--- src/rtl/dm_access_ctrl_if.sv ---
// Request-side handshake between the SISC control path and the data memory
// access controller. The requester holds the master view, the controller the
// slave view.
interface dm_access_ctrl_if #(
    parameter int unsigned ADDR_W = 16,
    parameter int unsigned DATA_W = 32
) ();
    logic              req;
    logic              req_we;
    logic [ADDR_W-1:0] req_addr;
    logic [DATA_W-1:0] req_wdata;
    logic              busy;
    logic              done;
    logic              err;
    logic [DATA_W-1:0] rdata;

    modport master (
        output req, req_we, req_addr, req_wdata,
        input  busy, done, err, rdata
    );

    modport slave (
        input  req, req_we, req_addr, req_wdata,
        output busy, done, err, rdata
    );
endinterface

--- src/rtl/dm_access_ctrl.sv ---
// Data memory access sequencer. Turns single-cycle load/store requests into
// memory accesses with a one-cycle write strobe (committed on its falling
// edge) and a programmable read wait, and rejects out-of-range addresses.
module dm_access_ctrl #(
    parameter int unsigned ADDR_W    = 16,
    parameter int unsigned DATA_W    = 32,
    parameter int unsigned MEM_DEPTH = 65533,
    parameter int unsigned RD_WAIT   = 1
) (
    input  logic              clk,
    input  logic              rst_f,
    dm_access_ctrl_if.slave   bus,
    output logic [ADDR_W-1:0] dm_read_addr,
    output logic [ADDR_W-1:0] dm_write_addr,
    output logic [DATA_W-1:0] dm_write_data,
    output logic              dm_we,
    input  logic [DATA_W-1:0] dm_read_data
);

    typedef enum logic [1:0] {
        S_IDLE     = 2'd0,
        S_RD_WAIT  = 2'd1,
        S_WR_PULSE = 2'd2,
        S_DONE     = 2'd3
    } state_t;

    // One extra bit so MEM_DEPTH == 2**ADDR_W would still compare correctly.
    localparam logic [ADDR_W:0] DEPTH_L   = (ADDR_W + 1)'(MEM_DEPTH);
    localparam logic [3:0]      WAIT_INIT = 4'(RD_WAIT - 1);

    state_t     state;
    logic [3:0] wait_cnt;
    logic       addr_ok;

    // Range check of the incoming request address.
    always_comb begin
        addr_ok = ({1'b0, bus.req_addr} < DEPTH_L);
    end

    // Sequencer: all outputs registered. On reset dm_we drops immediately,
    // which is itself the falling edge that commits a store caught in
    // WR_PULSE; that is intended and must stay that way.
    always_ff @(posedge clk or negedge rst_f) begin
        if (!rst_f) begin
            state         <= S_IDLE;
            wait_cnt      <= '0;
            bus.busy      <= 1'b0;
            bus.done      <= 1'b0;
            bus.err       <= 1'b0;
            bus.rdata     <= '0;
            dm_read_addr  <= '0;
            dm_write_addr <= '0;
            dm_write_data <= '0;
            dm_we         <= 1'b0;
        end else begin
            bus.done <= 1'b0;
            bus.err  <= 1'b0;
            case (state)
                S_IDLE: begin
                    if (bus.req) begin
                        bus.busy <= 1'b1;
                        if (!addr_ok) begin
                            bus.err  <= 1'b1;
                            bus.done <= 1'b1;
                            state    <= S_DONE;
                        end else if (bus.req_we) begin
                            dm_write_addr <= bus.req_addr;
                            dm_write_data <= bus.req_wdata;
                            dm_we         <= 1'b1;
                            state         <= S_WR_PULSE;
                        end else begin
                            dm_read_addr <= bus.req_addr;
                            wait_cnt     <= WAIT_INIT;
                            state        <= S_RD_WAIT;
                        end
                    end
                end
                S_RD_WAIT: begin
                    if (wait_cnt != 4'd0) begin
                        wait_cnt <= wait_cnt - 4'd1;
                    end else begin
                        bus.rdata <= dm_read_data;
                        bus.done  <= 1'b1;
                        state     <= S_DONE;
                    end
                end
                S_WR_PULSE: begin
                    // Address/data stay put until the next accepted store,
                    // giving hold across this falling edge.
                    dm_we    <= 1'b0;
                    bus.done <= 1'b1;
                    state    <= S_DONE;
                end
                S_DONE: begin
                    bus.busy <= 1'b0;
                    state    <= S_IDLE;
                end
                default: begin
                    bus.busy <= 1'b0;
                    state    <= S_IDLE;
                end
            endcase
        end
    end

endmodule

--- src/flat_wrapper.sv ---
// flat-port wrapper written by rule: the top's interface ports become plain ports
module dm_access_ctrl_flat 
#(
    parameter int unsigned ADDR_W    = 16,
    parameter int unsigned DATA_W    = 32,
    parameter int unsigned MEM_DEPTH = 65533,
    parameter int unsigned RD_WAIT   = 1
)
  (clk, rst_f, dm_read_addr, dm_write_addr, dm_write_data, dm_we, dm_read_data, bus_req, bus_req_we, bus_req_addr, bus_req_wdata, bus_busy, bus_done, bus_err, bus_rdata);
  dm_access_ctrl_if #(.ADDR_W(ADDR_W), .DATA_W(DATA_W)) bus_i ();
  input  logic clk;
  input  logic rst_f;
  output logic [ADDR_W-1:0] dm_read_addr;
  output logic [ADDR_W-1:0] dm_write_addr;
  output logic [DATA_W-1:0] dm_write_data;
  output logic dm_we;
  input  logic [DATA_W-1:0] dm_read_data;
  input wire logic [$bits(bus_i.req)-1:0] bus_req;
  input wire logic [$bits(bus_i.req_we)-1:0] bus_req_we;
  input wire logic [$bits(bus_i.req_addr)-1:0] bus_req_addr;
  input wire logic [$bits(bus_i.req_wdata)-1:0] bus_req_wdata;
  output wire logic [$bits(bus_i.busy)-1:0] bus_busy;
  output wire logic [$bits(bus_i.done)-1:0] bus_done;
  output wire logic [$bits(bus_i.err)-1:0] bus_err;
  output wire logic [$bits(bus_i.rdata)-1:0] bus_rdata;
  assign bus_i.req = bus_req;
  assign bus_i.req_we = bus_req_we;
  assign bus_i.req_addr = bus_req_addr;
  assign bus_i.req_wdata = bus_req_wdata;
  assign bus_busy = bus_i.busy;
  assign bus_done = bus_i.done;
  assign bus_err = bus_i.err;
  assign bus_rdata = bus_i.rdata;
  dm_access_ctrl #(.ADDR_W(ADDR_W), .DATA_W(DATA_W), .MEM_DEPTH(MEM_DEPTH), .RD_WAIT(RD_WAIT)) u_core (.clk(clk), .rst_f(rst_f), .bus(bus_i), .dm_read_addr(dm_read_addr), .dm_write_addr(dm_write_addr), .dm_write_data(dm_write_data), .dm_we(dm_we), .dm_read_data(dm_read_data));
endmodule
--- config.mk ---
export PLATFORM = sky130hd
export DESIGN_NAME = dm_access_ctrl_flat
export DESIGN_NICKNAME = d
export VERILOG_FILES = /design/src/rtl/dm_access_ctrl_if.sv /design/src/rtl/dm_access_ctrl.sv /design/src/flat_wrapper.sv
export SDC_FILE = /design/constraint.sdc
export NUM_CORES = 1
export LEC_CHECK = 0
export ABC_AREA = 1
export CAP_MARGIN = 20
export CORE_ASPECT_RATIO = 0.6
export CORE_UTILIZATION = 47
export CTS_CLUSTER_SIZE = 8
export DETAILED_ROUTE_END_ITERATION = 10
export GPL_TIMING_DRIVEN = 0
export PLACE_DENSITY = 0.95
export SLEW_MARGIN = 20
export SYNTH_ARGS = -nofsm -noshare
export SYNTH_HDL_FRONTEND = slang
export SYNTH_SLANG_ARGS = --single-unit
--- constraint.sdc ---
create_clock -name clk -period 3.9 [get_ports clk]
set_input_delay 0.39 -clock clk [delete_from_list [all_inputs] [get_ports clk]]
set_output_delay 0.39 -clock clk [all_outputs]
set_load 0.05 [all_outputs]
==> run metrics, run 1 <==
Post-synth EDFFs=0; Tmin final=1.96 ns; antenna cells=0; fill cell count=662; total CTS buffers=9; Cell Area, Synth=4600 µm²; outcome=complete, no violations; initial antenna violation count=0; final period utilization=50.3%; largest area contributor in the netlist=dfrtp_1; Max clock buf depth=2; Setup crit start kind=register; Area after DPL=6610 µm²; die area=10200 µm²; Critical Path AT=1.57 ns; CP max stage delay=0.87 ns; nature of the critical path endpoint=output port; CP Cell Sequence=clkdlybuf4s50_1; Ports=184; highest achievable clock rate=roughly 510 MHz; Mapped Cells=460; 1st-pass router iterations=4; Crit Path Class=register to output port; Async SR Flop Fraction=100%; Routed Antenna Nets=0; Detailed Route Iter0 Violations=310; nets@finish=between 700 and 800; final setup margin=between 1.5 and 2 ns; critical path depth in cells=1; Core Area=9320 µm²; worst r2r src=u_core.state[0]$_DFFE_PN0P_; Die Height=just under 80 µm; DR vias/cell=around 5.4; Syn Area/Cell=10.0 µm²; met3 usage=approximately a tenth; pwr/cell area=around 990 nW/µm²; Worst Setup SP=u_core.dm_read_addr[3]$_DFFE_PN0P_; All-Layer GR Usage=28.5%; ratio of cells with drive above 1 in the final layout=13.6%; Rows=27; # clock sinks=~110; Detailed Route WL=13900 µm; clock skew=about 0.01 ns; RSZ-0062 raised after global routing=false; M1 GR Usage=a little over a third; total number of vias=4236; top-area cell type share of the netlist area=57.7%; largest net degree at the start of global routing=85; Primary FF master, synth=dfrtp_1; Net Count, Synth=551; Max-slew headroom=between 60 and 70%; reg-to-reg setup timing slack=1.96 ns; worst-path fanout max=2; worst r2r dst=u_core.dm_write_data[28]$_DFFE_PN0P_; Slew @ Worst Pin=approximately 0.59 ns; Reg2Reg Depth=8; final setup violation count=0; critical path's slowest cell=clkdlybuf4s50_1; Design Area, Final=roughly 6900 µm²; CP endpoint=dm_read_addr[3]; Syn. warnings=0; Lkg Pwr=roughly 3.2 nW; H-tree Lvls=3; most area-consuming cells after synthesis=dfrtp_1 58%, nand2_1 12%, nand4_1 9.4%; sequential area share after synthesis=57.7%; Synth cell types=24; detailed placement HPWL=10500 µm; Die Wd=130 µm; Final Hold Vio Count=0; critical path's top delay family=buffers and inverters; Area growth syn-to-layout=49.9%; #FFs+latches synth=106; gp weighted congestion=0.885; global route hottest layer=met2; met2 Usage GRT=46.8%; Slew Viols, Final=0; required time worst endpoint=3.51 ns; max cap viols=0; WP buf/inv=1; number of global-route vias before repair=roughly 4400; CTS tree=built; Skew-Pair Late Insertion Delay=roughly 0.34 ns; DRC viols=0; Port Buf Inserts=about 180; GRT Residual Overflow=0; Peak VDD IR=about 600 µV; Hold/Removal Path Class=register to register; wire per inst=roughly 18 µm; initial core utilization=about 49%; clock transition at the registers of the reported paths=0.07 ns; Post-Place Worst Slack=1.78 ns; first-pass GRT wire length=21700 µm; Clock Root Buffer=clkbuf_16
## registers in the layout (all words and copies together), names as in the netlist
name	flops
u_core.bus.busy	1
u_core.bus.done	1
u_core.bus.err	1
u_core.bus.rdata	32
u_core.dm_read_addr	16
u_core.dm_we	1
u_core.dm_write_addr	16
u_core.dm_write_data	32
u_core.state	2
u_core.wait_cnt	4
## cell usage after synthesis, types with 3 or more instances
| cell | number |
|---|---|
| nand3_1 | 3 |
| dfrtp_1 | 106 |
| clkbuf_1 | 3 |
| nand2_2 | 10 |
| nand4_1 | 69 |
| mux2_2 | 32 |
| buf_4 | 6 |
| buf_6 | 3 |
| nand2_1 | 153 |
| nor2_1 | 19 |
| buf_2 | 13 |
| o21ai_0 | 4 |
| nand3_2 | 3 |
| a21oi_1 | 3 |
| buf_1 | 4 |
| inv_1 | 13 |
| ha_1 | 7 |
## timing repair
item                                   CTS  global route
resized for setup                        0             0
hold buffers                             1             0
buffers inserted                         0             0
endpoints found under the hold margin   22             0
## worst reg2reg max path, stage by stage, from the launching register on
cell and delay, ns:
dfrtp_1 0.41, inv_1 0.13, ha_1 0.28, nand2_1 0.11, inv_2 0.11, buf_2 0.27
buf_2 0.27, nand4_1 0.16, nand2_1 0.13
## per-layer routing
| layer | vias to the layer above | routed length [µm] |
|---|---|---|
| met5 | - | 0 |
| met4 | 0 | 234 |
| met3 | 27 | 1440 |
| met2 | 237 | 6530 |
| met1 | 2036 | 5740 |
| li1 | 1936 | - |
## worst min path at each step
stage	start	to	slack [ns]	cells past startpoint
floorplan	rst_f	u_core.bus.busy$_DFFE_PN0P_	0.09	0
global placement	u_core.dm_write_data[15]$_DFFE_PN0P_	u_core.dm_write_data[15]$_DFFE_PN0P_	0.45	2
detailed placement	rst_f	u_core.bus.rdata[13]$_DFFE_PN0P_	0.26	1
CTS	rst_f	u_core.bus.rdata[13]$_DFFE_PN0P_	0.46	2
global route	rst_f	u_core.bus.rdata[13]$_DFFE_PN0P_	0.50	2
finish	u_core.dm_write_data[30]$_DFFE_PN0P_	u_core.dm_write_data[30]$_DFFE_PN0P_	0.47	2
## kinds of logic after synthesis
| family | count (synthesis) | share of synthesized area [%] |
|---|---|---|
| AO/OA/AOI/OAI | 8 | 0.925 |
| XOR/XNOR | 1 | 0.190 |
| multiplexers | 32 | 7.83 |
| buffers and inverters | 46 | 5.33 |
| flip-flops | 106 | 57.7 |
| adder cells (fa/ha/maj) | 7 | 1.90 |
| AND/OR/NAND/NOR | 260 | 26.1 |
## placed cells by master, fill, tap and decap left out
master,n
a211oi_1,1
a21oi_1,3
buf_1,4
buf_16,1
buf_2,13
buf_4,6
buf_6,4
buf_8,1
clkbuf_1,3
clkbuf_16,9
clkdlybuf4s50_1,181
clkinv_1,1
clkinv_2,3
clkinv_4,1
clkinvlp_4,3
dfrtp_1,106
dlygate4sd3_1,1
ha_1,7
inv_1,13
inv_2,2
mux2_2,32
nand2_1,153
nand2_2,10
nand3_1,3
nand3_2,3
nand4_1,69
nor2_1,19
nor2_2,2
nor3_1,1
o21ai_0,4
xnor2_1,1
## stage by stage
step	hold slack [ns]	TNS (ns)	utilization, %	power [mW]	std cells
2_1_floorplan	0.0944	0	-	4.52	460
3_3_place_gp	0.454	-139.89	70.6	5.82	772
3_5_place_dp	0.256	0	70.9	5.97	773
4_1_cts	0.455	0	73.9	6.82	790
5_1_grt	0.496	0	73.9	7.13	790
6_report	0.474	0	73.9	6.80	790
## where the power goes
group,switching [mW],internal [mW]
Clock,0.398,0.430
Sequential,0.320,1.62
Combinational,2.66,1.37
Total,3.38,3.42
## final cells by class
class,instances,area [µm²],share of cell area (%)
Sequential cell,106,2650,38.5
Buffer,30,185,2.69
Inverter,16,60.1,0.871
Multi-Input combinational cell,308,1700,24.7
Clock inverter,7,46.3,0.672
Tap cell,130,163,2.36
Clock buffer,9,225,3.27
Timing Repair Buffer,184,1860,27.0
Note: power is estimated with default switching activity, not from simulation.
==> inputs of run 2 (changes only) <==
- CORE_UTILIZATION: 47 -> 39
- PLACE_DENSITY: 0.95 -> 0.85
- clock period: 3.9 -> 1.65 ns (I/O delays scaled with it)
==> run metrics, run 2 (synthesis results as in run 1) <==
outcome=complete, no violations (unchanged); commonest non-fill, non-tap cell in the layout=nand2_1 (was clkdlybuf4s50_1); # clock sinks=106 (unchanged); Clk pwr share=14.3% (was 12.2%); Max clock buf depth=2 (unchanged); first-pass GRT wire length=22100 µm (was 21700 µm); highest achievable clock rate=a little over 600 MHz; CP endpoint=u_core.dm_write_data[9]$_DFFE_PN0P_ (was dm_read_addr[3]); worst-path fanout max=10 (was 2); max cap viols=0 (unchanged); Area growth syn-to-layout=51.8% (was 49.9%); Tmin final=around 1.6 ns; antenna cells=0 (unchanged); non-filler instance count after layout=823 (was 790); Skew-Pair Late Insertion Delay=0.35 ns (was 0.34 ns); Core Area=11400 µm² (was 9320 µm²); Die Height=86.1 µm (was 78.6 µm); gp weighted congestion=0.903 (was 0.885); detailed placement HPWL=10400 µm (was 10500 µm); CTS tree=built (unchanged); clock skew=0.00867 ns (was 0.00991 ns); number of global-route vias before repair=4375 (was 4372); Max-slew headroom=61.6% (was 60.3%); Slew Viols, Final=0 (unchanged); Design Area, Final=6980 µm² (was 6890 µm²); Flop pwr share=28.7% (was 28.6%); RSZ-0062 raised after global routing=true (was false); Final Hold Vio Count=0 (unchanged); Lkg Pwr=3.50 nW (was 3.20 nW); Final Core Density=61.4% (was 73.9%); most frequent cells in the layout=153 x nand2_1, 105 x dfrtp_1, 98 x dlygate4sd2_1 (was 181 x clkdlybuf4s50_1, 153 x nand2_1, 106 x dfrtp_1); Hold/Removal Path Class=input pin to async pin (was register to register); clock transition at the registers of the reported paths=0.07 ns (about the same); switching share of power=51.3% (was 49.7%); Comb pwr share=57.0% (was 59.2%); biggest regs=u_core.bus.rdata x32, u_core.dm_write_data x32 (unchanged); Routed Antenna Nets=0 (unchanged); Post-Place Worst Slack=-0.279 ns (was 1.78 ns); initial antenna violation count=0 (unchanged); ratio of cells with drive above 1 in the final layout=15.2% (was 13.6%); GRT Residual Overflow=0 (unchanged); Ports=184 (unchanged); Port Buf Inserts=182 (unchanged); final setup violation count=0 (unchanged); required time worst endpoint=1.89 ns (was 3.51 ns); total CTS buffers=9 (unchanged); DR vias/cell=5.14 (was 5.36); Area after DPL=6650 µm² (was 6610 µm²); fill cell count=943 (was 662); internal power=7.63 mW (was 3.42 mW); placed cell count=803 (was 773); Die Wd=142 µm (was 130 µm); Critical Path AT=1.85 ns (was 1.57 ns); worst hold margin=0.220 ns (was 0.474 ns); largest net degree at the start of global routing=85 (unchanged); Crit Path Class=register to register (was register to output port); Peak VDD IR=1310 µV (was 618 µV); 1st-pass router iterations=5 (was 4); pwr/cell area=2240 nW/µm² (was 986 nW/µm²); Setup crit start kind=register (unchanged); Worst Setup SP=u_core.state[0]$_DFFE_PN0P_ (was u_core.dm_read_addr[3]$_DFFE_PN0P_); H-tree Lvls=3 (unchanged); Reg2Reg Depth=9 (was 8); worst r2r src=u_core.state[0]$_DFFE_PN0P_ (unchanged); DRC viols=0 (unchanged); total number of vias=4232 (was 4236); final period utilization=97.3%; Detailed Route WL=13800 µm (was 13900 µm); Slew @ Worst Pin=0.576 ns (was 0.593 ns); Clock Root Buffer=clkbuf_16 (unchanged); die area=12200 µm² (was 10200 µm²); nature of the critical path endpoint=register (was output port); worst r2r dst=u_core.dm_write_data[9]$_DFFE_PN0P_ (was u_core.dm_write_data[28]$_DFFE_PN0P_); nets@finish=749 (was 746); Sw Pwr=8.04 mW (was 3.38 mW); Rows=30 (was 27); initial core utilization=40.4% (was 49.3%); final setup margin=0.0445 ns (was 1.94 ns); reg-to-reg setup timing slack=0.04 ns (was 1.96 ns); wire per inst=16.8 µm (was 17.6 µm); Detailed Route Iter0 Violations=283 (was 310); All-Layer GR Usage=23.5% (was 28.5%)
[run 2: cell types whose count changed in the layout (fill, tap and decap cells not counted), moves of 3 or more]
cell,previous run,this run
buf_4,6,12
clkdlybuf4s50_1,181,81
clkinv_2,3,0
dlygate4sd2_1,0,98
buf_6,4,7
buf_2,13,4
[run 2: timing repair]
item	in CTS	in global routing
resized for setup	114	16
buffers inserted	0	3
setup endpoints to repair	189	90
hold buffers	1	0
hold endpoints to repair	22	0
cloned	0	0
[run 2: area by class of cell]
type / count / area, µm² / area share [%]
multi-input combinational: 308 / 1740 / 24.9
clock buffer: 9 / 225 / 3.22
clock inverter: 7 / 83.8 / 1.20
inverter: 16 / 62.6 / 0.896
timing repair buffer: 187 / 1780 / 25.5
buffer: 30 / 241 / 3.46
sequential: 106 / 2650 / 38.0
tap: 160 / 200 / 2.87
[run 2: worst min-delay path by stage]
stage / start / slack [ns] / depth (start not counted) / end
3_3_place_gp: u_core.dm_write_data[24]$_DFFE_PN0P_ / 0.45 / 2 / u_core.dm_write_data[24]$_DFFE_PN0P_
6_report: rst_f / 0.22 / 2 / u_core.bus.rdata[15]$_DFFE_PN0P_
5_1_grt: rst_f / 0.24 / 2 / u_core.bus.rdata[15]$_DFFE_PN0P_
4_1_cts: rst_f / 0.23 / 2 / u_core.bus.rdata[15]$_DFFE_PN0P_
3_5_place_dp: rst_f / 0.03 / 1 / u_core.bus.rdata[15]$_DFFE_PN0P_
2_1_floorplan: rst_f / -0.13 / 0 / u_core.bus.busy$_DFFE_PN0P_
[run 2: stage by stage]
step                TNS (ns)  power (mW)
global route          -0.250        16.5
finish                     0        15.7
floorplan                  0        10.7
global placement     -369.46        13.8
CTS                  -0.0401        15.6
detailed placement    -14.31        14.1
[run 2: power by group through the flow]
stage	clock (mW)	combinational, mW	sequential, mW
6_report	2.23	8.93	4.50
3_5_place_dp	0	9.51	4.58
4_1_cts	2.27	8.85	4.49
2_1_floorplan	0	2.09	8.59
5_1_grt	2.39	9.44	4.66
3_3_place_gp	0	9.27	4.49
[run 2: critical path: stages, from the launching register on]
cell and delay, ns:
dfrtp_2 0.47, inv_4 0.09, ha_4 0.16, nand2_1 0.08, inv_2 0.13, nand3_2 0.13
buf_8 0.16, buf_8 0.14, nand2_2 0.06, nand2_1 0.06
[run 2: per-layer routing]
metal | GRT usage, % | vias up | part of all wire, % | wire length (µm)
met2 | 38.8 | 211 | 47 | 6440
met3 | 6.70 | 21 | 8.7 | 1200
met5 | 0 | - | 0 | 0
li1 | - | 1942 | - | -
met1 | 30.1 | 2058 | 43 | 5960
met4 | 7.33 | 0 | 1.5 | 205
